## src/rtl/wm_pkg.sv

```systemverilog
// Shared definitions for the washing-machine plant timer: state encoding,
// widths and default parameter values.
package wm_pkg;

  localparam int PHASE_W        = 3;
  localparam int CNT_W          = 8;
  localparam int LEVEL_W        = 4;
  localparam int FILL_LEVEL_DEF = 8;
  localparam int WASH_TICKS_DEF = 16;
  localparam int SPIN_TICKS_DEF = 12;

  typedef enum logic [PHASE_W-1:0] {
    ST_IDLE    = 3'd0,
    ST_WASH    = 3'd1,
    ST_WASH_TO = 3'd2,
    ST_SPIN    = 3'd3,
    ST_SPIN_TO = 3'd4
  } state_t;

endpackage

```

## src/rtl/wm_phase_counter.sv

```systemverilog
// Shared phase up-counter with synchronous clear, enable and a
// terminal-count compare against a selectable terminal value.
module wm_phase_counter
  import wm_pkg::*;
#(
  parameter int W = CNT_W
) (
  input  logic         i_clk,
  input  logic         i_rst_n,
  input  logic         i_clear,
  input  logic         i_enable,
  input  logic [W-1:0] i_terminal,
  output logic         o_tc
);

  logic [W-1:0] r_count;

  always_ff @(posedge i_clk or negedge i_rst_n) begin
    if (!i_rst_n)      r_count <= '0;
    else if (i_clear)  r_count <= '0;
    else if (i_enable) r_count <= r_count + 1'b1;
  end

  assign o_tc = (r_count == i_terminal);

endmodule

```

## src/rtl/wm_plant_timer.sv

```systemverilog
// Washing-machine plant model: water level integrator plus wash/spin phase
// timer with held timeout flags. All outputs decode from registers.
//   state      | meaning
//   IDLE       | no phase running, counter held at 0
//   WASH       | counting wash ticks
//   WASH_TO    | wash expired, cycle_timeout held
//   SPIN       | counting spin ticks
//   SPIN_TO    | spin expired, spin_timeout held until motor off or done
module wm_plant_timer
  import wm_pkg::*;
#(
  parameter int FILL_LEVEL = FILL_LEVEL_DEF,
  parameter int WASH_TICKS = WASH_TICKS_DEF,
  parameter int SPIN_TICKS = SPIN_TICKS_DEF
) (
  input  logic               clk,
  input  logic               reset,
  input  logic               fill_value_on,
  input  logic               drain_value_on,
  input  logic               motor_on,
  input  logic               soap_wash,
  input  logic               water_wash,
  input  logic               done,
  output logic               filled,
  output logic               drained,
  output logic               cycle_timeout,
  output logic               spin_timeout,
  output logic [LEVEL_W-1:0] water_level,
  output logic [PHASE_W-1:0] phase
);

  localparam logic [LEVEL_W-1:0] FILL_L  = LEVEL_W'(FILL_LEVEL);
  localparam logic [CNT_W-1:0]   WASH_TC = CNT_W'(WASH_TICKS - 1);
  localparam logic [CNT_W-1:0]   SPIN_TC = CNT_W'(SPIN_TICKS - 1);

  state_t             r_state;
  state_t             w_state_nxt;
  logic [LEVEL_W-1:0] r_level;
  logic [1:0]         r_type;
  logic [1:0]         w_type;
  logic               w_type_chg;
  logic               w_filled;
  logic               w_drained;
  logic               w_tc;
  logic               w_clr;
  logic               w_en;
  logic [CNT_W-1:0]   w_terminal;

  assign w_type     = {soap_wash, water_wash};
  assign w_type_chg = (w_type != r_type);
  assign w_filled   = (r_level == FILL_L);
  assign w_drained  = (r_level == '0);
  assign w_terminal = (r_state == ST_SPIN) ? SPIN_TC : WASH_TC;

  always_ff @(posedge clk or negedge reset) begin
    if (!reset) begin
      r_level <= '0;
      r_type  <= '0;
    end else begin
      r_type <= w_type;
      if (fill_value_on && !drain_value_on && !w_filled)
        r_level <= r_level + 1'b1;
      else if (drain_value_on && !fill_value_on && !w_drained)
        r_level <= r_level - 1'b1;
    end
  end

  always_ff @(posedge clk or negedge reset) begin
    if (!reset) r_state <= ST_IDLE;
    else        r_state <= w_state_nxt;
  end

  // Counter is cleared everywhere except while a phase is actively counting;
  // motor_on=0 is checked before terminal count so an abort never times out.
  always_comb begin
    w_state_nxt = r_state;
    w_clr       = 1'b1;
    w_en        = 1'b0;
    case (r_state)
      ST_IDLE: begin
        if (motor_on && w_filled && !drain_value_on)
          w_state_nxt = ST_WASH;
        else if (motor_on && drain_value_on && w_drained)
          w_state_nxt = ST_SPIN;
      end
      ST_WASH: begin
        if (!motor_on || drain_value_on) w_state_nxt = ST_IDLE;
        else if (w_type_chg)             w_state_nxt = ST_WASH;
        else if (w_tc)                   w_state_nxt = ST_WASH_TO;
        else begin
          w_clr = 1'b0;
          w_en  = 1'b1;
        end
      end
      ST_WASH_TO: begin
        if (!motor_on || drain_value_on) w_state_nxt = ST_IDLE;
        else if (w_type_chg)             w_state_nxt = ST_WASH;
      end
      ST_SPIN: begin
        if (!motor_on)  w_state_nxt = ST_IDLE;
        else if (w_tc)  w_state_nxt = ST_SPIN_TO;
        else begin
          w_clr = 1'b0;
          w_en  = 1'b1;
        end
      end
      ST_SPIN_TO: begin
        if (!motor_on || done) w_state_nxt = ST_IDLE;
      end
      default: w_state_nxt = ST_IDLE;
    endcase
  end

  wm_phase_counter #(.W(CNT_W)) u_phase_cnt (
    .i_clk      (clk),
    .i_rst_n    (reset),
    .i_clear    (w_clr),
    .i_enable   (w_en),
    .i_terminal (w_terminal),
    .o_tc       (w_tc)
  );

  assign filled        = w_filled;
  assign drained       = w_drained;
  assign cycle_timeout = (r_state == ST_WASH_TO);
  assign spin_timeout  = (r_state == ST_SPIN_TO);
  assign water_level   = r_level;
  assign phase         = r_state;

endmodule

```

## config.mk

```make
export PLATFORM = sky130hd
export DESIGN_NAME = wm_plant_timer
export DESIGN_NICKNAME = d
export VERILOG_FILES = /design/src/rtl/wm_pkg.sv /design/src/rtl/wm_phase_counter.sv /design/src/rtl/wm_plant_timer.sv
export SDC_FILE = /design/constraint.sdc
export NUM_CORES = 1
export LEC_CHECK = 0
export ABC_AREA = 1
export CORE_MARGIN = 5
export CORE_UTILIZATION = 52
export CTS_CLUSTER_DIAMETER = 120
export DETAILED_ROUTE_END_ITERATION = 16
export PLACE_DENSITY = 0.79
export SLEW_MARGIN = 30
export SYNTH_ARGS = -nofsm -noshare
export SYNTH_HDL_FRONTEND = slang
export SYNTH_SLANG_ARGS = --single-unit
```

## constraint.sdc

```tcl
create_clock -name clk -period 2.7 [get_ports clk]
set_clock_uncertainty 0.05 [all_clocks]
set_input_delay 0.54 -clock clk [delete_from_list [all_inputs] [get_ports clk]]
set_output_delay 0.54 -clock clk [all_outputs]
set_load 0.02 [all_outputs]
```

==> flow_metrics.py, run 1 <==
metrics = {
    "routing": {
        "drc": 0,
        "wl_per_cell_um": 10.46,
        "vias": 957,
        "wl_um": 2030,
        "via_per_inst": 4.933,
        "drt-initial-drc-count": 12,
        "firstDrtPassIters": 4,
        "ant_nets": 0,
    },
    "worst_hold_path": {
        "worstHoldPathType": "flop to flop",
        "min_from": "u_phase_cnt.r_count[0]",
        "holdPathStages": 1,
        "min_to": "u_phase_cnt.r_count[0]",
    },
    "finish": {
        "stdcell_count": 194,
        "fin_util_pct": 66.75,
        "antenna_cells": 0,
        "nNetsFinal": 180,
        "drive_above_1_share_pct": 14.37,
        "synthToLayoutAreaGrowth_pct": 20.68,
        "final_cell_mix": "34 x nand2_1, 24 x inv_1, 19 x nor2_1, 18 x clkdlybuf4s50_1, 17 x dfrtp_1",
        "final_common_cell": "nand2_1",
    },
    "synth": {
        "synth_top_area_cell": "dfrtp_1",
        "synth.top_cell.area_share_pct": 38.42,
        "yosysUniqueCellTypes": 25,
        "synth_seq_cells": 17,
        "synth.cell_area_sq_um": 1107,
        "syn_inst": 146,
        "ys_warn_count": 0,
        "syn_area_per_cell_sq_um": 7.584,
        "yosys-top-cells-area": "dfrtp_1 38%, nand2_1 12%, inv_1 8.1%",
        "syn-num-nets": 158,
        "ys_seq_area_share_pct": 38.42,
    },
    "cts": {
        "cts_resized": 0,
        "cts.sinks": 17,
        "clk_pin_slew_worst_paths_ps": 100,
        "clock_latency_ps": 280,
        "cts_setup_buffers": 0,
        "htreeDepth": 1,
        "clockBufferDepth": 2,
        "numCtsBuffers": 3,
        "ctsHoldBuffers": 0,
        "clock-root-buffer": "clkbuf_4",
        "cts_tree": "yes",
    },
    "sta": {
        "final.setup.worst_slack_ps": 355.2,
        "hold_viol": 0,
        "fmax_mhz": 426.5,
        "layout_min_cycle_time_ps": 2345,
        "tightestPinTransition_ps": 777.8,
        "setup_viol": 0,
        "finalSetupTns_ps": 0,
        "drv_slew": 0,
        "fin_crit_sh_pct": 86.84,
        "hold_ws_ps": 417.3,
        "rsz0062_at_grt": "no",
        "relSlewSlack_pct": 47.99,
    },
    "die": {
        "rows": 16,
        "fp.dieH_um": 56.15,
        "initial_utilization_pct": 55.31,
        "dieArea_sq_um": 3152,
        "io_pins": 19,
        "die_w_um": 56.15,
        "core_sq_um": 2002,
    },
    "power": {
        "seqPwrFrac_pct": 34.1,
        "leakagePower_uw": 0.0006562,
        "swShare_pct": 44.24,
        "combPwrFrac_pct": 54.0,
        "p_sw_uw": 498.6,
        "p_per_area_nw_per_um2": 843.5,
        "power.share.clock_pct": 11.9,
        "vdd_drop_max_uv": 464.1,
        "intPower_uw": 628.6,
    },
    "global_routing": {
        "grt_max_degree": 18,
        "grt_pass1_wl_um": 3532,
        "antenna_found_initial": 0,
        "use_met3_pct": 3.480,
        "grt-ovfl-total": 0,
        "use_met2_pct": 24.04,
        "globalRoute.busiestLayer": "met2",
        "grt_usage_pct": 13.88,
        "grt_pass1_vias": 880,
        "met1_usage_pct": 16.41,
    },
    "worst_setup_path": {
        "path_class": "flop to output port",
        "reg2reg_to": "water_level[3]",
        "worst-r2r-cell-count": 14,
        "cp.required_ps": 2110,
        "r2r-start": "water_level[0]",
        "arrival_ps": 1750,
        "start_kind": "flop",
        "r2r_slack_ps": 650,
        "startpoint": "water_level[0]",
        "cp_max_fo": 5,
        "end_kind": "output port",
    },
    "place": {
        "port_buffers": 18,
        "dp_hpwl_um": 1618,
        "gp_congestion": 0.7492,
        "pre_cts_ws_ps": 287.2,
        "placed_cells": 190,
    },
    "run_status": {
        "status": "finished, final reports clean",
    },
    "run": {
        "cap_violations": 0,
    },
}
[final cells by class]
type,count,area [sq um]
Clock buffer,4,26.28
Fill cell,187,665.6
Inverter,28,105.1
Multi-Input combinational cell,100,565.5
Sequential cell,17,425.4
Tap cell,27,33.78
Timing Repair Buffer,18,180.2
[per-layer routing]
| layer | up-vias | part of all wire [%] |
|---|---|---|
| met5 | - | 0 |
| met4 | 0 | 0.64 |
| met3 | 2 | 5.5 |
| met2 | 19 | 47 |
| met1 | 442 | 46 |
| li1 | 494 | - |
[logic make-up (layout without fill, tap and decap cells)]
family | Yosys count | in the layout | synth area share (%)
xor+xnor | 5 | 5 | 3.955
simple gates | 84 | 84 | 38.08
flops | 17 | 17 | 38.42
fa+ha+maj | 4 | 4 | 5.198
compound gates | 7 | 7 | 3.842
buf+inv | 29 | 50 | 10.51
[registers in the layout, summed over array words and instances (netlist names)]
signal and flops:
r_type 2, phase 3, u_phase_cnt.r_count 8, water_level 4
[worst max path at each step]
stage	end	slack [ps]	depth (start not counted)
3_5_place_dp	water_level[3]	290	13
6_report	filled	360	4
3_3_place_gp	water_level[3]	370	13
4_1_cts	filled	320	4
2_1_floorplan	water_level[3]	580	14
5_1_grt	filled	240	4
[worst max-delay path: stages, from the launching register on]
cell             delay [ps]
dfrtp_1                 490
nor2_4                  170
inv_2                    50
nor3_4                  130
clkdlybuf4s50_1         630
[power by group through the flow]
stage	logic, uW	registers, uW	clock network (uW)
after floorplan	354	435	0
after global placement	597	385	0
after detailed placement	611	391	0
after CTS	616	385	142
after global routing	675	394	153
final	609	384	134
[synth_stat cells (all sizes together)]
master	instances
a21boi	1
a21oi	1
a31oi	1
buf	1
dfrtp	17
fa	1
ha	3
inv	28
nand2	36
nand3	15
nand4	1
nor2	25
nor3	7
o21ai	4
xnor2	1
xor2	4
[metrics by stage]
step                      instance area [sq um]  power [uW]
final                                      1336        1127
after global routing                       1336        1222
after CTS                                  1336        1144
after detailed placement                   1310        1002
after global placement                     1310       982.6
after floorplan                            1107       789.1
Note: power is estimated with default switching activity, not from simulation.
==> inputs of run 2 (changes only) <==
--- a/config.mk
+++ b/config.mk
@@ -10,6 +10,7 @@
 export CORE_UTILIZATION = 52
 export CTS_CLUSTER_DIAMETER = 120
 export DETAILED_ROUTE_END_ITERATION = 16
+export GPL_ROUTABILITY_DRIVEN = 1
 export PLACE_DENSITY = 0.79
 export SLEW_MARGIN = 30
 export SYNTH_ARGS = -nofsm -noshare
==> results of run 2 <==
Same layout as run 1: the final DEF is identical, and so are final timing and power.
==> inputs of run 3 (changes only) <==
--- a/config.mk
+++ b/config.mk
@@ -8,10 +8,10 @@
 export ABC_AREA = 1
 export CORE_MARGIN = 5
 export CORE_UTILIZATION = 52
-export CTS_CLUSTER_DIAMETER = 120
+export CTS_CLUSTER_DIAMETER = 80
 export DETAILED_ROUTE_END_ITERATION = 16
 export GPL_ROUTABILITY_DRIVEN = 1
-export PLACE_DENSITY = 0.79
+export PLACE_DENSITY_LB_ADDON = 0.08
 export SLEW_MARGIN = 30
 export SYNTH_ARGS = -nofsm -noshare
 export SYNTH_HDL_FRONTEND = slang
==> flow_metrics.py, run 3 (synthesis gave the netlist of run 1 again) <==
metrics = {
    "finish": {
        "synthToLayoutAreaGrowth_pct": 21.36,
        "stdcell_count": 195,
        "final_common_cell": "nand2_1",
        "drive_above_1_share_pct": 14.88,
        "fin_util_pct": 67.13,
        "nNetsFinal": 181,
        "largest_register_ffs": 8,
        "top_register": "u_phase_cnt.r_count",
        "antenna_cells": 0,
        "final_cell_mix": "34 x nand2_1, 24 x inv_1, 19 x nor2_1, 18 x clkdlybuf4s50_1, 17 x dfrtp_1",
    },
    "worst_setup_path": {
        "path_class": "flop to output port",
        "slowest_delay_ps": 640,
        "end_kind": "output port",
        "cp_max_fo": 5,
        "path_buf_inv": 2,
        "slowest_stage": "clkdlybuf4s50_1",
        "path_cells": "nor2_4 > inv_2 > nor3_4 > clkdlybuf4s50_1",
        "worst_path_dominant_cell_family": "buffers and inverters",
        "start_kind": "flop",
        "cp.required_ps": 2110,
        "arrival_ps": 1800,
    },
    "global_routing": {
        "grt_pass1_vias": 870,
        "grt_max_degree": 18,
        "grt-ovfl-total": 0,
        "grt_pass1_wl_um": 3670,
        "grt_usage_pct": 14.74,
        "antenna_found_initial": 0,
    },
    "power": {
        "leakagePower_uw": 0.0006604,
        "intPower_uw": 629.6,
        "seqPwrFrac_pct": 34.1,
        "swShare_pct": 44.10,
        "vdd_drop_max_uv": 603.6,
        "power.share.clock_pct": 12.1,
        "p_per_area_nw_per_um2": 838.1,
        "combPwrFrac_pct": 53.9,
        "p_sw_uw": 496.7,
        "power.total_uw": 1126,
    },
    "routing": {
        "via_per_inst": 4.774,
        "wl_per_cell_um": 10.49,
        "drt-initial-drc-count": 19,
        "vias": 931,
        "drc": 0,
        "ant_nets": 0,
        "wl_um": 2046,
        "firstDrtPassIters": 4,
    },
    "die": {
        "initial_utilization_pct": 55.31,
        "core_sq_um": 2002,
        "rows": 16,
        "die_w_um": 56.15,
        "dieArea_sq_um": 3152,
        "fp.dieH_um": 56.15,
        "io_pins": 19,
    },
    "cts": {
        "htreeDepth": 1,
        "clock-root-buffer": "clkbuf_4",
        "ctsHoldBuffers": 0,
        "cts_resized": 0,
        "clk_pin_slew_worst_paths_ps": 90,
        "cts_setup_buffers": 0,
        "numCtsBuffers": 3,
        "clockBufferDepth": 2,
        "cts_tree": "yes",
        "clock_latency_ps": 290,
        "cts.sinks": 17,
    },
    "sta": {
        "layout_min_cycle_time_ps": 2392,
        "hold_viol": 0,
        "setup_viol": 0,
        "finalSetupTns_ps": 0,
        "relSlewSlack_pct": 50.30,
        "drv_slew": 0,
        "fin_crit_sh_pct": 88.60,
        "tightestPinTransition_ps": 743.1,
        "rsz0062_at_grt": "no",
        "fmax_mhz": 418.0,
    },
    "place": {
        "dp_hpwl_um": 1625,
        "port_buffers": 18,
        "placed_cells": 191,
        "gp_congestion": 0.9187,
    },
    "worst_hold_path": {
        "worstHoldPathType": "flop to flop",
    },
    "run_status": {
        "status": "finished, final reports clean",
    },
    "run": {
        "cap_violations": 0,
    },
}
## run 3: final timing paths
check / start / to / slack, ps / depth (start not counted)
max in group asynchronous: reset / water_level[1] / 1510 / 1
setup reg to reg: water_level[0] / water_level[3] / 620 / 12
min in group asynchronous: reset / r_type[0] / 630 / 1
hold reg to reg: u_phase_cnt.r_count[0] / u_phase_cnt.r_count[0] / 420 / 1
setup / recovery: water_level[0] / filled / 310 / 4
hold / removal: u_phase_cnt.r_count[0] / u_phase_cnt.r_count[0] / 420 / 1
## run 3: per-stage QoR
stage / hold slack (ps) / instance area [sq um] / setup slack, ps
after global placement: 397.2 / 1318 / 357.7
final: 421.8 / 1344 / 307.9
after floorplan: 194.4 / 1107 / 579.3
after global routing: 459.9 / 1344 / 243.8
after detailed placement: 413.1 / 1318 / 277.5
after CTS: 426.3 / 1344 / 279.8
## run 3: area by class of cell
type | count | area (sq um)
fill | 174 | 658.1
multi-input combinational | 100 | 565.5
sequential | 17 | 425.4
timing repair buffer | 19 | 187.7
inverter | 28 | 105.1
tap | 27 | 33.78
clock buffer | 4 | 26.28
## run 3: layer usage
metal | GRT usage [%] | vias up | part of all wire, %
met5 | 0 | - | 0
met4 | 8.136 | 0 | 2.3
met3 | 3.248 | 6 | 4.1
met2 | 22.20 | 16 | 45
met1 | 19.42 | 410 | 49
li1 | - | 499 | -
## run 3: power groups by stage
stage                     clock [uW]  combinational [uW]  sequential, uW
final                            136                 607             383
after floorplan                    0                 354             435
after CTS                        142                 615             384
after global placement             0                 603             386
after global routing             156                 668             394
after detailed placement           0                 611             389
